`src/rtl/irda_mir_pkg.sv`:
```
// Shared MIR definitions: stuffing limit, flag/abort patterns and the
// bit stuffer/destuffer state encoding.
package irda_mir_pkg;

    // Consecutive data ones after which a zero is inserted.
    localparam int MIR_ONES_LIMIT = 5;

    // Byte width carried across the framer/stuffer interface.
    localparam int MIR_DATA_W = 8;

    // Opening/closing flag, sent without stuffing.
    localparam logic [7:0] MIR_FLAG = 8'h7E;

    // Abort pattern: seven consecutive ones, illegal in stuffed data.
    localparam logic [7:0] MIR_ABORT = 8'h7F;

    // Stuffer/destuffer sequencing states.
    typedef enum logic [1:0] {
        MIR_BS_IDLE  = 2'b00,
        MIR_BS_SHIFT = 2'b01,
        MIR_BS_STUFF = 2'b10
    } mir_bs_state_e;

endpackage : irda_mir_pkg

```
`src/rtl/irda_mir_bit_stuffer.sv`:
```
// MIR transmit bit stuffer: takes bytes over valid/ready, shifts them out
// LSB first one bit per mir_txbit_enable, and inserts a 0 after every
// ONES_LIMIT consecutive data ones. Flag bytes go out unstuffed and clear
// the ones run.
module irda_mir_bit_stuffer
    import irda_mir_pkg::*;
#(
    parameter int ONES_LIMIT = MIR_ONES_LIMIT,
    parameter int DATA_W     = MIR_DATA_W
) (
    input  logic              clk,
    input  logic              wb_rst_n_i,
    input  logic              bs_restart,
    input  logic              mir_txbit_enable,
    input  logic [DATA_W-1:0] bs_data_i,
    input  logic              bs_flag_i,
    input  logic              bs_valid_i,
    output logic              bs_ready_o,
    output logic              bs_o,
    output logic              bs_bit_valid_o,
    output logic              bs_is_stuff_bit,
    output logic              bs_busy_o
);

    localparam int CNT_W  = $clog2(DATA_W + 1);
    localparam int ONES_W = $clog2(ONES_LIMIT + 1);

    localparam logic [CNT_W-1:0]  CNT_FULL = CNT_W'(DATA_W);
    localparam logic [CNT_W-1:0]  CNT_ZERO = {CNT_W{1'b0}};
    localparam logic [CNT_W-1:0]  CNT_ONE  = CNT_W'(1);
    localparam logic [ONES_W-1:0] ONES_MAX  = ONES_W'(ONES_LIMIT);
    localparam logic [ONES_W-1:0] ONES_ZERO = {ONES_W{1'b0}};
    localparam logic [ONES_W-1:0] ONES_ONE  = ONES_W'(1);

    // Holding register (filled by the handshake)
    logic [DATA_W-1:0] r_hold_data;
    logic              r_hold_flag;
    logic              r_hold_full;

    // Shift register and sequencing state
    logic [DATA_W-1:0] r_shift_data;
    logic              r_shift_flag;
    logic [CNT_W-1:0]  r_bit_cnt;
    logic [ONES_W-1:0] r_ones_cnt;
    mir_bs_state_e     r_state;

    // Registered serial outputs
    logic r_bit;
    logic r_bit_valid;
    logic r_stuff;

    logic              w_accept;
    logic              w_load;
    logic [CNT_W-1:0]  w_cnt_dec;
    logic [ONES_W-1:0] w_ones_next;

    // Handshake, shift-load condition and next ones-run value for a shifted bit.
    always_comb begin
        w_accept    = bs_valid_i & ~r_hold_full;
        w_load      = r_hold_full & (r_bit_cnt == CNT_ZERO) & (r_state != MIR_BS_STUFF);
        w_cnt_dec   = r_bit_cnt - CNT_ONE;
        w_ones_next = ONES_ZERO;
        if (r_shift_flag) begin
            w_ones_next = ONES_ZERO;
        end else if (r_shift_data[0]) begin
            // Below ONES_MAX whenever a bit is shifted, so this cannot wrap.
            w_ones_next = r_ones_cnt + ONES_ONE;
        end else begin
            w_ones_next = ONES_ZERO;
        end
    end

    // Holding register: filled on accept, emptied when moved into the shifter.
    always_ff @(posedge clk or negedge wb_rst_n_i) begin
        if (!wb_rst_n_i) begin
            r_hold_data <= {DATA_W{1'b0}};
            r_hold_flag <= 1'b0;
            r_hold_full <= 1'b0;
        end else if (bs_restart) begin
            r_hold_data <= {DATA_W{1'b0}};
            r_hold_flag <= 1'b0;
            r_hold_full <= 1'b0;
        end else if (w_accept) begin
            r_hold_data <= bs_data_i;
            r_hold_flag <= bs_flag_i;
            r_hold_full <= 1'b1;
        end else if (w_load) begin
            r_hold_full <= 1'b0;
        end else begin
            r_hold_full <= r_hold_full;
        end
    end

    // Shifter, ones-run counter, state machine and registered serial outputs.
    always_ff @(posedge clk or negedge wb_rst_n_i) begin
        if (!wb_rst_n_i) begin
            r_shift_data <= {DATA_W{1'b0}};
            r_shift_flag <= 1'b0;
            r_bit_cnt    <= CNT_ZERO;
            r_ones_cnt   <= ONES_ZERO;
            r_state      <= MIR_BS_IDLE;
            r_bit        <= 1'b0;
            r_bit_valid  <= 1'b0;
            r_stuff      <= 1'b0;
        end else if (bs_restart) begin
            r_shift_data <= {DATA_W{1'b0}};
            r_shift_flag <= 1'b0;
            r_bit_cnt    <= CNT_ZERO;
            r_ones_cnt   <= ONES_ZERO;
            r_state      <= MIR_BS_IDLE;
            r_bit        <= 1'b0;
            r_bit_valid  <= 1'b0;
            r_stuff      <= 1'b0;
        end else begin
            // Load only happens with an empty shifter, so it never collides with a shift.
            if (w_load) begin
                r_shift_data <= r_hold_data;
                r_shift_flag <= r_hold_flag;
                r_bit_cnt    <= CNT_FULL;
            end

            if (mir_txbit_enable) begin
                case (r_state)
                    MIR_BS_STUFF: begin
                        // Owed stuff zero goes out before anything else, shifter untouched.
                        r_bit       <= 1'b0;
                        r_bit_valid <= 1'b1;
                        r_stuff     <= 1'b1;
                        r_ones_cnt  <= ONES_ZERO;
                        if ((r_bit_cnt != CNT_ZERO) || r_hold_full) begin
                            r_state <= MIR_BS_SHIFT;
                        end else begin
                            r_state <= MIR_BS_IDLE;
                        end
                    end
                    MIR_BS_SHIFT, MIR_BS_IDLE: begin
                        if (r_bit_cnt != CNT_ZERO) begin
                            r_bit        <= r_shift_data[0];
                            r_bit_valid  <= 1'b1;
                            r_stuff      <= 1'b0;
                            r_shift_data <= r_shift_data >> 1;
                            r_bit_cnt    <= w_cnt_dec;
                            r_ones_cnt   <= w_ones_next;
                            if (w_ones_next == ONES_MAX) begin
                                r_state <= MIR_BS_STUFF;
                            end else if ((w_cnt_dec != CNT_ZERO) || r_hold_full) begin
                                r_state <= MIR_BS_SHIFT;
                            end else begin
                                r_state <= MIR_BS_IDLE;
                            end
                        end else begin
                            // Nothing in the shifter this period (idle or underrun);
                            // the ones run is kept for when data resumes.
                            r_bit       <= 1'b0;
                            r_bit_valid <= 1'b0;
                            r_stuff     <= 1'b0;
                            if (w_load) begin
                                r_state <= MIR_BS_SHIFT;
                            end else begin
                                r_state <= MIR_BS_IDLE;
                            end
                        end
                    end
                    default: begin
                        r_bit       <= 1'b0;
                        r_bit_valid <= 1'b0;
                        r_stuff     <= 1'b0;
                        r_state     <= MIR_BS_IDLE;
                    end
                endcase
            end else if (w_load) begin
                r_state <= MIR_BS_SHIFT;
            end else begin
                r_state <= r_state;
            end
        end
    end

    assign bs_ready_o      = ~r_hold_full;
    assign bs_o            = r_bit;
    assign bs_bit_valid_o  = r_bit_valid;
    assign bs_is_stuff_bit = r_stuff;
    assign bs_busy_o       = r_hold_full | (r_bit_cnt != CNT_ZERO) | (r_state == MIR_BS_STUFF);

endmodule : irda_mir_bit_stuffer
```
`config.mk`:
```
export PLATFORM = sky130hd
export DESIGN_NAME = irda_mir_bit_stuffer
export DESIGN_NICKNAME = d
export VERILOG_FILES = /design/src/rtl/irda_mir_pkg.sv /design/src/rtl/irda_mir_bit_stuffer.sv
export SDC_FILE = /design/constraint.sdc
export NUM_CORES = 1
export LEC_CHECK = 0
export CAP_MARGIN = 5
export CORE_ASPECT_RATIO = 1.5
export CORE_MARGIN = 1.5
export CORE_UTILIZATION = 52
export CTS_BUF_LIST = sky130_fd_sc_hd__clkbuf_4
export DETAILED_ROUTE_END_ITERATION = 8
export HOLD_SLACK_MARGIN = 0.05
export PLACE_DENSITY = 0.78
export REMOVE_ABC_BUFFERS = 1
export SETUP_SLACK_MARGIN = 0.5
export SYNTH_ARGS = -nofsm -noshare
export SYNTH_HDL_FRONTEND = slang
export SYNTH_SLANG_ARGS = --single-unit
export TNS_END_PERCENT = 10
```
`constraint.sdc`:
```
create_clock -name clk -period 1.7 [get_ports clk]
set_input_delay 0.34 -clock clk [delete_from_list [all_inputs] [get_ports clk]]
set_output_delay 0.34 -clock clk [all_outputs]
set_load 0.005 [all_outputs]
```
# Word-level counts from Yosys, hierarchy flattened
# Cells that the tools add are included.
# classes
addsub	2
eq_ne	5
muxes	45
n_bitwise	6
reduce_logical	14
# ops
op	n
$mux W8	7
$mux W1	20
$mux W4	5
$mux W3	5
$mux W2	5
$reduce_bool A3 Y1	3
$reduce_bool A4 Y1	2
$pmux W3 S2	1
$reduce_bool A2 Y1	3
$logic_not A4 Y1	1
$pmux W2 S2	1
$sub A4 B1 Y4 const B	1
$add A3 B1 Y3 const B	1
$and A1 B1 Y1	3
$eq A3 B3 Y1 const B	1
$ne A3 B3 Y1 const B	1
$reduce_and A3 Y1	1
$eq A2 B1 Y1 const B	1
$eq A2 B2 Y1 const B	1
$logic_not A2 Y1	1
$logic_or A1 B1 Y1	2
$ne A2 B2 Y1 const B	1
$or A1 B1 Y1	2
$pmux W1 S2	1
other kinds (2)	2
# totals
ff_bits	31
inputBits	14
output_inout_bits	5

# Logic depth before layout (Yosys ltp)
# depth
word_depth	9
mapped_depth	7
ltp_nobuf	6

# Least setup slack after synthesis
# Ideal clock, no wire load.
# synth_timing
kind	reg-to-reg
startpoint	register r_bit_cnt[0]
endpoint	register r_shift_data[0]
setup_time_ns	0.096
arrival_time_ns	1.582
slack_ns	0.023
stages_incl_launch_ff	8
n_path_buf	1
period_less_slack_ns	1.677
path_cell_list	dfrtp_1 inv_1 ha_1 nor3b_4 and3_4 buf_6 nand2_1 a311oi_2
# synth_via
elab_chain_cells	8
word_cells_on_any_way	9
cone_classes	mux: 5; bitwise: 2; reduce/logical: 2
# synth_lines
item	line	text
from (decl)	irda_mir_bit_stuffer.sv:43	logic [CNT_W-1:0] r_bit_cnt;
from (signal assigned)	irda_mir_bit_stuffer.sv:142	r_bit_cnt <= w_cnt_dec;
$logic_not A4 Y1	irda_mir_bit_stuffer.sv:60	w_load = r_hold_full & (r_bit_cnt == CNT_ZERO) & (r_state != MIR_BS_STUFF);
$and A1 B1 Y1 (2 in series)	irda_mir_bit_stuffer.sv:60	
$mux W8	irda_mir_bit_stuffer.sv:116	if (w_load) begin
$mux W8	irda_mir_bit_stuffer.sv:137	if (r_bit_cnt != CNT_ZERO) begin
$mux W8	irda_mir_bit_stuffer.sv:123	case (r_state)
$mux W8 *	irda_mir_bit_stuffer.sv:122	if (mir_txbit_enable) begin
$mux W8 *	irda_mir_bit_stuffer.sv:105	end else if (bs_restart) begin
to (signal assigned)	irda_mir_bit_stuffer.sv:106	r_shift_data <= {DATA_W{1'b0}};
to (signal assigned)	irda_mir_bit_stuffer.sv:117	r_shift_data <= r_hold_data;
to (signal assigned)	irda_mir_bit_stuffer.sv:141	r_shift_data <= r_shift_data >> 1;
to (decl)	irda_mir_bit_stuffer.sv:41	logic [DATA_W-1:0] r_shift_data;
# Every way passes the cells marked *; elsewhere a longest branch is shown, timed or not.
# A chain may end at the register's enable or synchronous reset.

# Final worst setup path
# layout_timing
startpoint	register r_bit_cnt[1]
endpoint	output port bs_busy_o
# layout_via
elab_chain_cells	3
# layout_lines
item	line	text
$reduce_bool A4 Y1	irda_mir_bit_stuffer.sv:183	assign bs_busy_o = r_hold_full | (r_bit_cnt != CNT_ZERO) | (r_state == MIR_BS_STUFF);
$or A1 B1 Y1 (2 in series)	irda_mir_bit_stuffer.sv:183	
to (decl)	irda_mir_bit_stuffer.sv:22	output logic bs_busy_o
# Every way passes these cells.

==> impl_metrics.yaml <==
critical_path:
  required_ns: 1.36
  worstPathArrival_ns: 1.41
  crit_end: "bs_busy_o"
  cp_max_fo: 3
  r2r_cells: 8
  rrSetupSlack_ns: -0.03
  r2r-start: "r_bit_cnt[1]$_DFF_PN0_"
  startpoint: "r_bit_cnt[1]$_DFF_PN0_"
  critical_path_class: "reg2out"
  crit_path_top_delay_cell: "dfrtp_1"
  cp_cell_sequence: "inv_2, ha_4, nor3b_4, nand3_1, buf_2"
  r2r_end: "r_shift_data[6]$_DFF_PN0_"
  setup.worst_path.start_class: "flop"
  cpPeakStageDelay_ns: 0.41
  cp-end-kind: "output pin"
timing:
  rsz0062_at_grt: "yes"
  finalSetupTns_ns: -0.101
  hold_viol: 0
  layout_setup_ws_ns: -0.0492
  max-slew-margin-rel: 0.740
  timing.fmax_mhz: 572
  fin_crit_sh: 1.03
  worstMarginPinSlew_ns: 0.390
  report.final.slew_viol_count: 0
  setup_viol_count_final: 5
  fin_skew_ns: 0.0172
  finalCriticalPeriod_ns: 1.75
  whs_ns: 0.356
clocking:
  clkTransAtPathRegs_ns: 0.12
  clockBufferDepth: 2
  numCtsBuffers: 5
  cts-hold-fix-buffers: 0
  cts_tree: "yes"
  clock_latency_ns: 0.36
  clockRootBuffer: "clkbuf_4"
  cts_sinks: 31
  h-tree-depth: 2
power:
  power.share.switching: 0.395
  clkPwrFrac: 0.147
  worst_ir_drop_vdd_mv: 0.847
  internal-power_mw: 1.89
  powerDensity_nw_per_um2: 1470
  p_sw_mw: 1.23
  comb_power_share: 0.524
  pwr-share-seq: 0.329
  p_leak_nw: 0.930
  total_power_mw: 3.12
floorplan:
  dieHeight_um: 70.8
  rows: 24
  start_util: 0.547
  io_pins: 19
  dieArea_um2: 3410
  die_w_um: 48.2
  core_area_um2: 2910
yosys:
  async_flop_share: 1.00
  postSynthAreaPerCell_um2: 9.42
  synth_area_um2: 1590
  ys_seq_elements: 31
  synth_edf_count: 0
  synth-warning-count: 0
  synth_top_area_frac: 0.487
  yosysSeqAreaShare: 0.487
  yosysMostFrequentCell: "nand2_1"
  synth_area_leaders: "dfrtp_1 49%, nand2_1 10%, a311oi_2 6.6%, a21oi_1 6.0%, nor2_1 3.3%"
  synthFlopType: "dfrtp_1"
  netlist.top_cell.by_area: "dfrtp_1"
  synthTopCellsByCount: "43 x nand2_1, 31 x dfrtp_1, 19 x a21oi_1"
  syn-instance-count: 169
  ys_types: 33
placed_design:
  hpwl_um: 2370
  io_buffers: 18
  place_congestion: 0.811
  post-place-ws_ns: -0.0532
global_routing:
  grt_max_degree: 32
  grtUsageTotal: 0.266
  antenna_found_initial: 0
  grt_overflow_total: 0
  grt_pass1_wl_um: 6420
  grt_pass1_vias: 1480
final_layout:
  final_nets: 230
  drive_gt1_frac: 0.329
  syn_to_final_growth_pct: 33.4
  fillerInstances: 222
  postLayoutCoreUtil: 0.729
  n_antenna_cell: 0
run:
  drv_cap: 0
drt:
  avgViaCountPerCell: 5.53
  routedWlPerCell_um: 14.8
  drc: 0
  drt-initial-drc-count: 39
  firstDrtPassIters: 4
  num_vias: 1394
  drtAntennaViolNets: 0
  routed_wirelength_um: 3730
min_path:
  worstHoldPathType: "in2async"
run_status:
  status: "finished with violations"
  violations: "negative setup slack"
==> cell type report <==
cell class	instances	area, µm²	area share
timing repair buffer	43	377	0.177
clock buffer	6	45.0	0.0212
tap	39	48.8	0.0230
multi-input combinational	125	843	0.397
sequential	31	776	0.365
inverter	6	22.5	0.0106
clock inverter	2	12.5	0.00589
==> kinds of logic (layout without fill, tap and decap cells) <==
logic type                 count (synthesis)  in the layout  share of synthesized area
and+or+nand+nor                           80             81                      0.236
AOI/OAI and AO/OA                         35             35                      0.173
DFF                                       31             31                      0.487
buffers and inverters                     14             57                     0.0432
adders and majority gates                  4              4                     0.0314
xor gates and xnor gates                   3              3                     0.0165
muxes                                      2              2                     0.0126
==> sequential cells by signal, summed over array words and instances, names as in the netlist <==
| register | cells |
|---|---|
| r_hold_data | 8 |
| r_shift_data | 8 |
| r_bit_cnt | 4 |
| r_ones_cnt | 3 |
| r_state | 2 |
| bs_bit_valid_o | 1 |
| bs_is_stuff_bit | 1 |
| bs_o | 1 |
| r_hold_flag | 1 |
| r_hold_full | 1 |
| r_shift_flag | 1 |
==> routing by layer <==
layer / GRT usage / wire length [µm] / vias up
li1: - / - / 672
met1: 0.306 / 1390 / 677
met2: 0.430 / 2140 / 36
met3: 0.0663 / 113 / 9
met4: 0.141 / 85 / 0
met5: 0 / 0 / -
==> through the flow <==
step / area (µm²) / instances
floorplan: 1550 / 161
global placement: 1920 / 235
detailed placement: 1920 / 235
CTS: 2090 / 250
global route: 2120 / 252
finish: 2120 / 252
==> critical path, delay by kind of cell, from the launching register on <==
| family | cells | cell delay [ns] |
|---|---|---|
| buf+inv | 2 | 0.22 |
| simple gates | 2 | 0.29 |
| flops | 1 | 0.41 |
| fa+ha+maj | 1 | 0.14 |
==> cell usage in the layout (no fill, tap or decap), drive strengths merged <==
cell type      instances
clkinv                 1
a221o                  1
nor2b                  3
dfrtp                 31
a32oi                  1
nand2                 44
o31ai                  1
clkdlybuf4s50         13
xor2                   1
nor3                   4
a211oi                 1
nand3b                 2
and3                   3
nor3b                  1
o32a                   1
xnor2                  2
nand2b                 2
a31oi                  1
a311oi                 7
a21oi                 19
mux2i                  2
ha                     4
a311o                  1
nand3                  7
or3b                   1
clkinvlp               1
buf                   30
a22oi                  1
inv                    6
clkbuf                 6
o211ai                 1
nor2                  14
==> repair_timing <==
action                                  4_1_cts  5_1_grt
resized for setup                            45        4
endpoints found under the setup margin       26       32
pin swaps                                    29       13
gates cloned                                  1        0
setup buffers                                 6        2
endpoints found under the hold margin         0        0
==> power by group through the flow <==
stage / logic, mW / clock network [mW] / registers, mW
2_1_floorplan: 0.818 / 0 / 1.01
3_3_place_gp: 1.24 / 0 / 1.01
3_5_place_dp: 1.28 / 0 / 1.02
4_1_cts: 1.56 / 0.462 / 1.02
5_1_grt: 1.80 / 0.498 / 1.05
6_report: 1.64 / 0.458 / 1.03
==> worst min-delay path by stage <==
stage | startpoint | endpoint | slack, ns | depth (start not counted)
2_1_floorplan | wb_rst_n_i | bs_bit_valid_o$_DFFE_PN0P_ | 0.04 | 0
3_3_place_gp | r_hold_flag$_DFFE_PN0P_ | r_shift_flag$_DFFE_PN0P_ | 0.51 | 2
3_5_place_dp | r_hold_data[4]$_DFFE_PN0P_ | r_hold_data[4]$_DFFE_PN0P_ | 0.52 | 2
4_1_cts | wb_rst_n_i | r_shift_data[4]$_DFF_PN0_ | 0.37 | 2
5_1_grt | wb_rst_n_i | r_shift_data[4]$_DFF_PN0_ | 0.38 | 2
6_report | wb_rst_n_i | r_shift_data[5]$_DFF_PN0_ | 0.36 | 2
(Power assumes the default switching activity.)
